$ cat src/rtl/ka_operand_split_52bit.sv
// Karatsuba operand splitter: accepts an (A,B) pair and emits the low, middle (lo^hi)
// and high half-operand pairs serially. Optional KA_SPLIT_PERF_CNT_EN adds set_count.
module ka_operand_split_52bit #(
  parameter int N = 52
) (
  input  logic           clk,
  input  logic           rst_n,
  input  logic           in_valid,
  output logic           in_ready,
  input  logic [N-1:0]   in_a,
  input  logic [N-1:0]   in_b,
  output logic           out_valid,
  input  logic           out_ready,
  output logic [N/2-1:0] out_a,
  output logic [N/2-1:0] out_b,
  output logic [1:0]     out_tag,
  output logic           out_last,
`ifdef KA_SPLIT_PERF_CNT_EN
  output logic [15:0]    set_count,
`endif
  output logic           busy
);

  localparam int H = N / 2;

  // Handshake: a beat moves on an edge where valid & ready are both high;
  // valid never drops and data never changes while waiting for ready.

  typedef enum logic {IDLE = 1'b0, EMIT = 1'b1} state_t;

  state_t         state_q, state_d;
  logic [H-1:0]   a_mid_q, a_mid_d, a_hi_q, a_hi_d;
  logic [H-1:0]   b_mid_q, b_mid_d, b_hi_q, b_hi_d;
  logic [H-1:0]   out_a_q, out_a_d, out_b_q, out_b_d;
  logic [1:0]     out_tag_q, out_tag_d;
  logic           out_last_q, out_last_d;
  logic           out_valid_q, out_valid_d;
  logic           take, last_take, accept;

  always_comb begin
    state_d     = state_q;
    a_mid_d     = a_mid_q;
    a_hi_d      = a_hi_q;
    b_mid_d     = b_mid_q;
    b_hi_d      = b_hi_q;
    out_a_d     = out_a_q;
    out_b_d     = out_b_q;
    out_tag_d   = out_tag_q;
    out_last_d  = out_last_q;
    out_valid_d = out_valid_q;

    take      = out_valid_q & out_ready;
    last_take = take & out_last_q;
    in_ready  = (state_q == IDLE) | last_take;
    accept    = in_valid & in_ready;

    if (accept) begin
      // Low beat goes straight to the output register; mid/high wait their turn.
      a_mid_d     = in_a[H-1:0] ^ in_a[N-1:H];
      b_mid_d     = in_b[H-1:0] ^ in_b[N-1:H];
      a_hi_d      = in_a[N-1:H];
      b_hi_d      = in_b[N-1:H];
      out_a_d     = in_a[H-1:0];
      out_b_d     = in_b[H-1:0];
      out_tag_d   = 2'd0;
      out_last_d  = 1'b0;
      out_valid_d = 1'b1;
      state_d     = EMIT;
    end else if (take) begin
      case (out_tag_q)
        2'd0: begin
          out_a_d   = a_mid_q;
          out_b_d   = b_mid_q;
          out_tag_d = 2'd1;
        end
        2'd1: begin
          out_a_d    = a_hi_q;
          out_b_d    = b_hi_q;
          out_tag_d  = 2'd2;
          out_last_d = 1'b1;
        end
        default: begin
          out_a_d     = '0;
          out_b_d     = '0;
          out_tag_d   = 2'd0;
          out_last_d  = 1'b0;
          out_valid_d = 1'b0;
          state_d     = IDLE;
        end
      endcase
    end
  end

  always_ff @(posedge clk or negedge rst_n) begin
    if (!rst_n) begin
      state_q     <= IDLE;
      a_mid_q     <= '0;
      a_hi_q      <= '0;
      b_mid_q     <= '0;
      b_hi_q      <= '0;
      out_a_q     <= '0;
      out_b_q     <= '0;
      out_tag_q   <= 2'd0;
      out_last_q  <= 1'b0;
      out_valid_q <= 1'b0;
    end else begin
      state_q     <= state_d;
      a_mid_q     <= a_mid_d;
      a_hi_q      <= a_hi_d;
      b_mid_q     <= b_mid_d;
      b_hi_q      <= b_hi_d;
      out_a_q     <= out_a_d;
      out_b_q     <= out_b_d;
      out_tag_q   <= out_tag_d;
      out_last_q  <= out_last_d;
      out_valid_q <= out_valid_d;
    end
  end

  assign out_valid = out_valid_q;
  assign out_a     = out_a_q;
  assign out_b     = out_b_q;
  assign out_tag   = out_tag_q;
  assign out_last  = out_last_q;
  assign busy      = (state_q == EMIT);

`ifdef KA_SPLIT_PERF_CNT_EN
  logic [15:0] set_cnt_q, set_cnt_d;

  always_comb begin
    set_cnt_d = set_cnt_q;
    if (last_take && (set_cnt_q != 16'hFFFF)) set_cnt_d = set_cnt_q + 16'd1;
  end

  always_ff @(posedge clk or negedge rst_n) begin
    if (!rst_n) set_cnt_q <= 16'd0;
    else        set_cnt_q <= set_cnt_d;
  end

  assign set_count = set_cnt_q;
`endif

endmodule

$ cat config.mk
export PLATFORM = sky130hd
export DESIGN_NAME = ka_operand_split_52bit
export DESIGN_NICKNAME = d
export VERILOG_FILES = /design/src/rtl/ka_operand_split_52bit.sv
export SDC_FILE = /design/constraint.sdc
export NUM_CORES = 1
export LEC_CHECK = 0
export CORE_UTILIZATION = 51
export DETAILED_ROUTE_END_ITERATION = 10
export PLACE_DENSITY = 0.8
export SKIP_CTS_REPAIR_TIMING = 1
export SYNTH_ARGS = -nofsm -noshare
export SYNTH_HDL_FRONTEND = slang
export SYNTH_SLANG_ARGS = --single-unit
$ cat constraint.sdc
create_clock -name clk -period 2.4 [get_ports clk]
set_clock_uncertainty 0.15 [all_clocks]
set_input_delay 0.48 -clock clk [delete_from_list [all_inputs] [get_ports clk]]
set_output_delay 0.48 -clock clk [all_outputs]
set_load 0.01 [all_outputs]
==> run metrics <==
Max clock buf depth=2; flops & latches, synth=160; CTS H-tree lvls=4; IO Pins=roughly 170; CP endpoint kind=primary output; Cell variety after synth=22; CP Depth=1; HP Start=in_valid; max_slew headroom=58.73%; routed len/inst=about 20 um; max-slew violation count=0; ANT nets after route=0; Startpoint Class=flop; Fmax=442.5 MHz; Place WS=-0.1273 ns; final core utilization=69.09%; total number of vias=5859; Final Setup Violations=0; TritonRoute pass-1 iters=5; Critical Path End=out_tag[0]; worst-path maximum fanout=18; Reg clk slew, reported paths=0.06 ns; min-delay worst type=in -> reg; fin crit share=around 94%; area share of xor/xnor cells in the synthesized design=6.046%; max cap viols=0; syn_area_per_cell=around 12 sq um; setup slack, reg-to-reg=between 0.3 and 0.4 ns; Syn Inst Count=between 600 and 700; DRC viols=0; Detail Placement HPWL=12290 um; Syn Nets=715; largest net degree at the start of global routing=64; Routed WL=between 15000 and 20000 um; filler cell count in the final layout=1035; Post-Synth Adder-Cell Area=0%; clk sinks=160; register area share after synthesis=53.15%; RR Startpoint=busy$_DFFE_PN0P_; I/O Buffers=165; CTS tree=yes; critical path class=reg -> out; crit path launch=out_tag[0]$_DFFE_PN0P_; Area contributors post-synth=dfrtp_1 53%, mux2_2 7.8%, mux2i_1 7.2%, a21oi_1 7.0%, a221o_1 6.9%; share of the synthesized area in the top cell type=53.15%; Period minus WS final=2.260 ns; grt total ovfl=0; vias in the first global route=approximately 6000; commonest non-fill, non-tap cell in the layout=clkdlybuf4s50_1; Layout area overhead=32.78%; Buf/Inv on CP=1; starting DRC count in detailed routing=406; Static Leak=3.939 nW; initial antenna violation count=0; layout cells sized above 1=~15%; largest family of logic cells by synthesized area=compound AO/OA/AOI/OAI gates; Max stage delay on crit path=0.61 ns; status=complete, no violations; ANT cells=0; mux contribution to synthesized area=14.95%; GRT Resource Usage Total=approximately a quarter; number of synthesis warnings=0; die width=approximately 120 um; Clock Latency Late Sink=around 0.42 ns; Tightest Pin Transition=0.6035 ns; most frequent cells in the layout=162 x clkdlybuf4s50_1, 158 x dfrtp_1, 105 x a21oi_1, 53 x mux2i_1; row count=44; CTS Buf Count=17; Crit Reg-Reg Endpoint=out_b[16]$_DFFE_PN0P_; first-pass GRT wire length=just over 30000 um; CP Data Arrival Time=1.63 ns; CP delay by family, top=flip-flops; Initial Util=52.03%; Max rail drop VDD=between 0.6 and 0.7 mV; overall power=13.24 mW; Fin. Hold Viols=0; Final nets=859; power per cell area=1323 nW/um^2; Synth Area in Simple Gates=0.5979%; cell chain of the critical path=clkdlybuf4s50_1; die footprint=15260 sq um; Cell Area, Synth=roughly 7500 sq um; post-synthesis compound-gate area fraction=roughly a fifth; Crit path required time=1.77 ns; Via-to-Cell Ratio=6.180; RSZ-0062 raised after global routing=no; CP max-delay cell=dfrtp_4; CTS root buffer=clkbuf_16; gpl congestion=approximately 0.78; cell depth of the worst flop-to-flop path=5; Die Ht=123.5 um; Std-Cell Core Area=14480 sq um; cell taking the most area after synthesis=dfrtp_1; WHS=0.3120 ns; setup ws final=approximately 0.14 ns
[how the worst min path moves through the flow]
stage,cells after the start,to
after floorplan,0,a_hi_q[0]$_DFFE_PN0P_
after global placement,1,b_hi_q[3]$_DFFE_PN0P_
after detailed placement,1,out_b[11]$_DFFE_PN0P_
after CTS,1,out_b[1]$_DFFE_PN0P_
after global routing,3,a_mid_q[2]$_DFFE_PN0P_
final,3,a_mid_q[2]$_DFFE_PN0P_
[cell type report]
class	count	area, sq um	area share (%)
Sequential cell	160	4009	40.08
Clock inverter	12	116.4	1.163
Tap cell	184	230.2	2.301
Timing Repair Buffer	191	2001	20.00
Inverter	1	3.754	0.03752
Clock buffer	20	456.7	4.565
Multi-Input combinational cell	380	3187	31.86
[per-layer routing]
metal | vias to the layer above | track usage, % | share of wire (%)
met3 | 29 | 6.273 | 6.3
li1 | 2618 | - | -
met5 | - | 0 | 0
met2 | 224 | 40.85 | 48
met1 | 2988 | 35.17 | 44
met4 | 0 | 8.886 | 1.7
[state kept, by name, indices dropped and copies added, names as in the netlist]
register and cells:
busy 1, out_last 1, b_mid_q 26, a_mid_q 26
out_a 26, a_hi_q 26, b_hi_q 26, out_b 26
out_tag 2
[logic make-up (layout without fill, tap and decap cells)]
logic type | Yosys count | in the layout
AOI/OAI and AO/OA | 214 | 214
DFF | 160 | 160
muxes | 106 | 106
buffers and inverters | 67 | 224
xor gates and xnor gates | 52 | 52
and+or+nand+nor | 8 | 8
[per-stage QoR]
step / TNS, ns / cells / instance area, sq um
finish: 0 / 948 / 10000
floorplan: 0 / 607 / 7533
detailed placement: -0.2481 / 915 / 9418
global placement: 0 / 915 / 9418
CTS: 0 / 947 / 9991
global route: 0 / 948 / 10000
[power breakdown]
part           switching, mW  internal [mW]  leakage, nW
sequential             0.893           4.08         1.85
clock                   1.06           1.57        0.289
combinational           2.57           3.06         1.80
[cells in the mapped netlist, drive strengths merged]
cell,count
dfrtp,160
a21oi,105
mux2i,54
a2111oi,52
a221o,52
mux2,52
xnor2,52
buf,35
clkbuf,31
nand2,3
a21o,2
nor2,2
a211oi,1
a21bo,1
and2,1
inv,1
nand4b,1
nand4bb,1
o21ai,1
(Power assumes the default switching activity.)
